===== src/rtl/shift_sched_pkg.sv =====
// shift_sched_pkg: shared FSM states, stage command encoding and default per-cycle shift limit
package shift_sched_pkg;
  typedef enum logic [1:0] {IDLE, LOAD, SHIFT, DONE} state_t;
  typedef enum logic [1:0] {
    CMD_HOLD  = 2'b00,
    CMD_LEFT  = 2'b01,
    CMD_RIGHT = 2'b10,
    CMD_LOAD  = 2'b11
  } cmd_t;
  localparam int STEP_MAX_DEF = 7;
endpackage


===== src/rtl/shift_stage.sv =====
// shift_stage: 8-bit registered shifter/rotator driven by a 2-bit command and 3-bit step
module shift_stage
  import shift_sched_pkg::*;
(
  input  logic       clk,
  input  logic       rst_n,
  input  cmd_t       cmd,
  input  logic [2:0] step,
  input  logic       rot,
  input  logic [7:0] d,
  output logic [7:0] q
);
  logic [7:0] stage_q, stage_d;
  logic [15:0] dbl_l, dbl_r;
  always_comb begin
    dbl_l = {stage_q, stage_q} << step;
    dbl_r = {stage_q, stage_q} >> step;
    stage_d = cmd == CMD_LOAD  ? d
            : cmd == CMD_LEFT  ? (rot ? dbl_l[15:8] : stage_q << step)
            : cmd == CMD_RIGHT ? (rot ? dbl_r[7:0]  : stage_q >> step)
            : stage_q;
  end
  always_ff @(posedge clk or negedge rst_n)
    if (!rst_n) stage_q <= '0;
    else stage_q <= stage_d;
  assign q = stage_q;
endmodule


===== src/rtl/shift_sched.sv =====
// shift_sched: two-requester round-robin multi-cycle shifter; SHIFT_SCHED_ROTATE_EN enables rotate
module shift_sched
  import shift_sched_pkg::*;
#(
  parameter int AMT_W    = 4,
  parameter int STEP_MAX = STEP_MAX_DEF
) (
  input  logic             clk,
  input  logic             rst_n,
  input  logic             req0,
  input  logic             req1,
  input  logic             dir0,
  input  logic             dir1,
  input  logic             rot0,
  input  logic             rot1,
  input  logic [AMT_W-1:0] amt0,
  input  logic [AMT_W-1:0] amt1,
  input  logic [7:0]       din0,
  input  logic [7:0]       din1,
  output logic [1:0]       gnt,
  output logic [1:0]       done,
  output logic [7:0]       dout,
  output logic             busy
);
  state_t state_q, state_d;
  logic last_q, last_d, owner_q, owner_d, dir_q, dir_d, rot_q, rot_d;
  logic [AMT_W-1:0] amt_q, amt_d, rem_q, rem_d;
  logic [7:0] din_q, din_d, dout_q, dout_d, stage;
  cmd_t cmd;
  logic [2:0] step;
  logic win, sel_rot;
  assign win = (req0 & req1) ? ~last_q : req1;
`ifdef SHIFT_SCHED_ROTATE_EN
  assign sel_rot = win ? rot1 : rot0;
`else
  assign sel_rot = 1'b0 & (win ? rot1 : rot0);
`endif
  always_comb begin
    state_d = state_q;
    last_d  = last_q;
    owner_d = owner_q;
    dir_d   = dir_q;
    rot_d   = rot_q;
    amt_d   = amt_q;
    din_d   = din_q;
    rem_d   = rem_q;
    dout_d  = dout_q;
    cmd     = CMD_HOLD;
    step    = (int'(rem_q) < STEP_MAX) ? rem_q[2:0] : 3'(STEP_MAX);
    case (state_q)
      IDLE: if (req0 | req1) begin
        state_d = LOAD;
        last_d  = win;
        owner_d = win;
        dir_d   = win ? dir1 : dir0;
        rot_d   = sel_rot;
        amt_d   = win ? amt1 : amt0;
        din_d   = win ? din1 : din0;
      end
      LOAD: begin
        cmd     = CMD_LOAD;
        rem_d   = amt_q;
        state_d = amt_q != '0 ? SHIFT : DONE;
      end
      SHIFT: begin
        cmd     = dir_q ? CMD_RIGHT : CMD_LEFT;
        rem_d   = rem_q - AMT_W'(step);
        state_d = rem_q == AMT_W'(step) ? DONE : SHIFT;
      end
      default: begin
        dout_d  = stage;
        state_d = IDLE;
      end
    endcase
  end
  always_ff @(posedge clk or negedge rst_n)
    if (!rst_n) begin
      state_q <= IDLE;
      last_q  <= 1'b1;
      owner_q <= 1'b0;
      dir_q   <= 1'b0;
      rot_q   <= 1'b0;
      amt_q   <= '0;
      din_q   <= '0;
      rem_q   <= '0;
      dout_q  <= '0;
    end else begin
      state_q <= state_d;
      last_q  <= last_d;
      owner_q <= owner_d;
      dir_q   <= dir_d;
      rot_q   <= rot_d;
      amt_q   <= amt_d;
      din_q   <= din_d;
      rem_q   <= rem_d;
      dout_q  <= dout_d;
    end
  shift_stage u_stage (
    .clk   (clk),
    .rst_n (rst_n),
    .cmd   (cmd),
    .step  (step),
    .rot   (rot_q),
    .d     (din_q),
    .q     (stage)
  );
  assign gnt  = state_q == LOAD ? (owner_q ? 2'b10 : 2'b01) : 2'b00;
  assign done = state_q == DONE ? (owner_q ? 2'b10 : 2'b01) : 2'b00;
  assign busy = state_q != IDLE;
  assign dout = state_q == DONE ? stage : dout_q;
endmodule


===== config.mk =====
export PLATFORM = sky130hd
export DESIGN_NAME = shift_sched
export DESIGN_NICKNAME = d
export VERILOG_FILES = /design/src/rtl/shift_sched_pkg.sv /design/src/rtl/shift_stage.sv /design/src/rtl/shift_sched.sv
export SDC_FILE = /design/constraint.sdc
export NUM_CORES = 1
export LEC_CHECK = 0
export CORE_ASPECT_RATIO = 0.9
export CORE_MARGIN = 8
export CORE_UTILIZATION = 35
export CTS_CLUSTER_SIZE = 24
export DETAILED_ROUTE_END_ITERATION = 8
export GPL_TIMING_DRIVEN = 0
export SYNTH_ARGS = -nofsm -noshare
export SYNTH_HDL_FRONTEND = slang
export SYNTH_HIERARCHICAL = 1
export SYNTH_SLANG_ARGS = --single-unit
export TNS_END_PERCENT = 100

===== constraint.sdc =====
create_clock -name clk -period 4.64 [get_ports clk]
set_input_delay 0.928 -clock clk [delete_from_list [all_inputs] [get_ports clk]]
set_output_delay 0.928 -clock clk [all_outputs]
set_load 0.01 [all_outputs]

* After elaboration in Yosys (flattened, before gate mapping) *
Cells that the tools add are included.

word-level totals
  flip-flop bits (word level) = 37
  input port bits = 32
  output and inout port bits = 13
  logic and storage cells = 50

cells by class
  $add $sub $neg = 1
  magnitude comparators = 1
  equal/unequal tests = 8
  shift operators = 2
  mux-type cells = 19
  bitwise gates (word level) = 3
  reductions and logical operators = 7

operators by type and width
  cell                                                                          count
  8-bit 2-to-1 mux                                                              5
  2-bit 2-to-1 mux                                                              5
  2-bit equality test, second input constant                                    4
  4-bit one-hot mux with 2 select lines                                         1
  8-bit by 3-bit << shifter with 8-bit output                                   1
  8-bit by 3-bit right shift with 8-bit output                                  1
  2-bit one-hot mux with 3 select lines                                         1
  2-bit by 1-bit equality test with 1-bit output, second input constant         2
  4-bit by 3-bit equality test with 1-bit output                                1
  4-bit by 3-bit less-than comparator with 1-bit output, second input constant  1
  1-bit 2-to-1 mux                                                              4
  4-bit 2-to-1 mux                                                              1
  2-bit one-hot mux with 2 select lines                                         1
  2-bit nonzero test                                                            2
  4-bit nonzero test                                                            1
  4-bit by 3-bit subtractor with 4-bit output                                   1
  3-bit 2-to-1 mux                                                              1
  3-bit nonzero test                                                            1
  3-bit OR reduction                                                            1
  2-bit logical NOT                                                             1
  2-bit inequality test, second input constant                                  1
  2-bit AND reduction                                                           1
  1-bit bitwise AND                                                             1
  1-bit NOT                                                                     1
  1-bit OR                                                                      1

* Depth between registers and ports, before layout *
  depth after elaboration = 6
  gate-level depth with buffers = 11
  mapped depth without buffers = 10

* By module *
The synthesis kept the hierarchy.

by module, submodules not included
  module       instances  cells each  area an instance (µm²)  sequential area each (µm²)
  shift_sched  1          160         1546.5                  726.9
  shift_stage  1          145         1144.8                  200.2

* Worst setup path before layout *
OpenSTA, ideal clock, no wires.

  path kind = register to register
  start point = register state_q[0]
  end point = register u_stage.stage_q[1] (netlist: u_stage/q[1])
  library setup time = 0.065 ns
  arrival = 2.130 ns
  required time = 4.575 ns
  slack = 2.445 ns
  stages on the path, launching flop included = 11
  path buffers = 2
  clock period less this slack = 2.195 ns
  path through = dfrtp_1 -> inv_1 -> ha_1 -> clkbuf_1 -> o21a_1 -> buf_2 -> nor2_1 -> a41o_1 -> o21bai_1 -> nor4_1 -> a211o_1

between the ends
  longest elaborated chain between the ends = 5
  elaborated cells between the ends (all ways) = 9
  those cells by class = eq/ne: 5; mux: 3; reduce/logical: 1

ends and longest elaborated chain
  item                                                                                   line               text
  start, declared                                                                        shift_sched.sv:25  state_t state_q, state_d;
  start signal, assigned                                                                 shift_sched.sv:88  state_q <= state_d;
  2-bit equality test or 2-bit by 1-bit equality test with 1-bit output (tied branches)  shift_sched.sv:50  case (state_q)
  2-bit one-hot mux with 2 select lines (*)                                              shift_sched.sv:50
  net cmd[0]                                                                             shift_sched.sv:29  cmd_t cmd;
  2-bit by 1-bit equality test with 1-bit output                                         shift_stage.sv:19  : cmd == CMD_LEFT ? (rot ? dbl_l[15:8] : stage_q << step)
  8-bit 2-to-1 mux                                                                       shift_stage.sv:19
  8-bit 2-to-1 mux                                                                       shift_stage.sv:18  stage_d = cmd == CMD_LOAD ? d
  end signal, assigned                                                                   shift_stage.sv:25  else stage_q <= stage_d;
  end, declared                                                                          shift_stage.sv:13  logic [7:0] stage_q, stage_d;

Mark *: on every way through the listed nets, which the timed path passes. The rest lies on a longest branch.
A chain may end at the register's enable or synchronous reset.

* Final worst setup path *
  start point = register state_q[0]
  end point = output dout[0]

between the ends
  longest elaborated chain between the ends = 2

ends and longest elaborated chain
  item                 line                text
  2-bit equality test  shift_sched.sv:110  assign dout = state_q == DONE ? stage : dout_q;
  8-bit 2-to-1 mux     shift_sched.sv:110
  end, declared        shift_sched.sv:22   output logic [7:0] dout,

Every way passes these cells.

==> impl_metrics.json <==
{
  "rsz0062_at_grt": "no",
  "swShare_pct": 46.55,
  "fp.dieH_um": 99.19,
  "synth-seq-cells": 37,
  "max_freq_mhz": 344.0,
  "layout-drive-gt1-share_pct": 15.75,
  "finClkSkew_ps": 6.853,
  "required_ps": 3710,
  "first_pass_iters": 4,
  "maxCapViolCount": 0,
  "yosysSeqAreaShare_pct": 34.45,
  "clk-insertion-delay-late_ps": 290,
  "grt_max_degree": 38,
  "ioPinCount": 45,
  "nets": 399,
  "antenna_found_initial": 0,
  "antenna_cells": 0,
  "start_util_pct": 35.85,
  "clockBufferDepth": 2,
  "final_antenna_net_count": 0,
  "p_comb_share_pct": 65.4,
  "setup_tns_ps": 0,
  "synth_edf_count": 0,
  "p_leak_uw": 0.001449,
  "die-area_um2": 10760,
  "synth_area_leaders": "dfrtp_1 33%, mux2_2 8.4%, a21oi_1 6.7%",
  "syn-cell-area_um2": 2691,
  "syn2layout_area_growth_pct": 24.22,
  "crit_slowest_cell": "clkdlybuf4s50_1",
  "clock_sinks": 37,
  "syn_inst": 305,
  "grt_pass1_wl_um": 12550,
  "startpoint_type": "register",
  "finalHoldViolCount": 0,
  "clk_pin_slew_ps": 70,
  "async_flop_share_pct": 100.0,
  "layout_commonest_cell": "clkdlybuf4s50_1",
  "netlist.area_leader.share_pct": 33.47,
  "finalSetupViolations": 0,
  "dpl_cell_area_um2": 3253,
  "intPower_uw": 1413,
  "netlist-cell-type-count": 61,
  "postCtsSetupBuffers": 0,
  "power.density_nw_per_um2": 790.7,
  "tightest_slew_ps": 839.7,
  "gp_congestion": 0.9203,
  "period_share_pct": 62.64,
  "ir_worst_vdd_mv": 0.3239,
  "p_switching_uw": 1231,
  "wl_per_cell_um": 16.17,
  "io_buffers": 42,
  "core_um2": 7507,
  "tritoncts": "yes",
  "slew-limit-headroom_pct": 44.02,
  "design_area_um2": 3343,
  "critical_path_buf_inv_count": 2,
  "overflow": 0,
  "max_stage_delay_ps": 490,
  "layout_common_cells": "41 x clkdlybuf4s50_1, 36 x a21oi_1, 36 x dfrtp_1",
  "drt_wl_total_um": 7407,
  "vias": 2474,
  "synth_area_leader_cell": "dfrtp_1",
  "crit_family": "buffers and inverters",
  "pwr-share-seq_pct": 25.9,
  "fin_crit_ps": 2907,
  "ys.flop_type": "dfrtp_1",
  "crit_chain": "ha_1 > buf_2 > mux2_2 > clkdlybuf4s50_1",
  "htreeDepth": 2,
  "hpwl_um": 5729,
  "cp_max_fo": 10,
  "drc": 0,
  "p_total_uw": 2643,
  "cts_made_buffers": 5,
  "slew_violations": 0,
  "grt_pass1_vias": 2490,
  "die_x_um": 108.4,
  "grt_usage_pct": 14.31,
  "cts_hold_buf": 0,
  "outcome": "completed",
  "clock-root-buffer": "clkbuf_8",
  "avgViaCountPerCell": 5.402,
  "synth-warning-count": 6,
  "crit_type": "register to primary output",
  "post_cts_resize_count": 0,
  "endpoint_kind": "primary output",
  "cp.arrival_ps": 1980,
  "pwr-share-clk_pct": 8.6,
  "holdCritPathClass": "register to register",
  "avgSynthCellArea_um2": 8.824,
  "std_cell_rows": 30,
  "first_iter_violations": 194
}
## cell type report
| cell class | instances | area [µm²] |
|---|---|---|
| sequential | 37 | 927.1 |
| buffer | 21 | 113.9 |
| tap | 96 | 120.1 |
| multi-input combinational | 243 | 1635 |
| inverter | 11 | 41.29 |
| fill | 771 | 4164 |
| timing repair buffer | 42 | 415.4 |
| clock buffer | 8 | 90.09 |
## final timing paths
kind | start | endpoint | slack (ps) | depth (start not counted)
max | state_q[0] | dout[0] | 1730 | 4
min in group asynchronous | rst_n | state_q[0] | 750 | 1
min reg2reg | dout_q[4] | dout_q[4] | 510 | 1
min | dout_q[4] | dout_q[4] | 510 | 1
max in group asynchronous | rst_n | u_stage/q[2] | 3370 | 1
max reg2reg | state_q[0] | u_stage/q[5] | 1880 | 9
## sequential cells by signal (all words and copies together) (netlist names)
name and cells:
din_q 8, dout_q 8, u_stage/q 8, amt_q 4, rem_q 4, state_q 2
dir_q 1, last_q 1, owner_q 1
## cell families (layout without fill, tap and decap cells)
family | after synthesis | after routing | share of synthesized area (%)
buffers and inverters | 32 | 82 | 5.765
adder cells (fa/ha/maj) | 6 | 6 | 2.789
AND/OR/NAND/NOR | 95 | 95 | 16.32
flip-flops | 37 | 37 | 34.45
multiplexers | 42 | 42 | 17.29
AO/OA/AOI/OAI | 92 | 92 | 23.25
other | 1 | 8 | 0.1393
## worst register-to-register path: stages (launching register included)
cell       delay (ps)
dfrtp_1           420
inv_1              90
ha_1              290
clkbuf_1          320
nor2b_1           170
buf_2             180
clkbuf_1          390
nor4_1            120
a2111oi_0         480
a2bb2oi_1         150
## stage by stage
step | cells | setup WS [ps] | hold WS (ps) | utilization (%)
floorplan | 312 | 2445 | 476.7 | -
global placement | 450 | 1728 | 485.5 | 43.40
detailed placement | 450 | 1901 | 491.9 | 43.33
CTS | 458 | 1706 | 507.2 | 44.53
global route | 458 | 1636 | 528.7 | 44.53
finish | 458 | 1733 | 506.7 | 44.53
## per-layer routing
metal  GRT usage (%)  part of all wire, %  vias up
met5               0                    0        -
met4           4.522                  1.2        0
met3           2.844                  6.5       10
met2           22.09                   45       91
met1           19.44                   47     1162
li1                -                    -     1211
## power groups by stage
stage | Sequential [µW] | Clock (µW) | Combinational (µW)
floorplan | 611 | 0 | 1280
global placement | 685 | 0 | 1710
detailed placement | 690 | 0 | 1710
CTS | 684 | 235 | 1720
global route | 711 | 247 | 1910
finish | 686 | 228 | 1730
## cell usage after synthesis, drive strengths merged (3+ instances only)
| cell | count |
|---|---|
| nor3 | 3 |
| nand3 | 5 |
| or2 | 4 |
| o21bai | 3 |
| nor4 | 5 |
| and2 | 4 |
| nand2b | 3 |
| dfrtp | 36 |
| a21oi | 36 |
| a31oi | 4 |
| o21a | 3 |
| nor2 | 30 |
| o21ai | 9 |
| inv | 11 |
| a221oi | 3 |
| buf | 15 |
| clkbuf | 6 |
| nand2 | 33 |
| o22ai | 5 |
| mux2i | 18 |
| ha | 6 |
| mux2 | 23 |
| nor2b | 3 |
No activity file was read; power rests on OpenSTA's default activity.
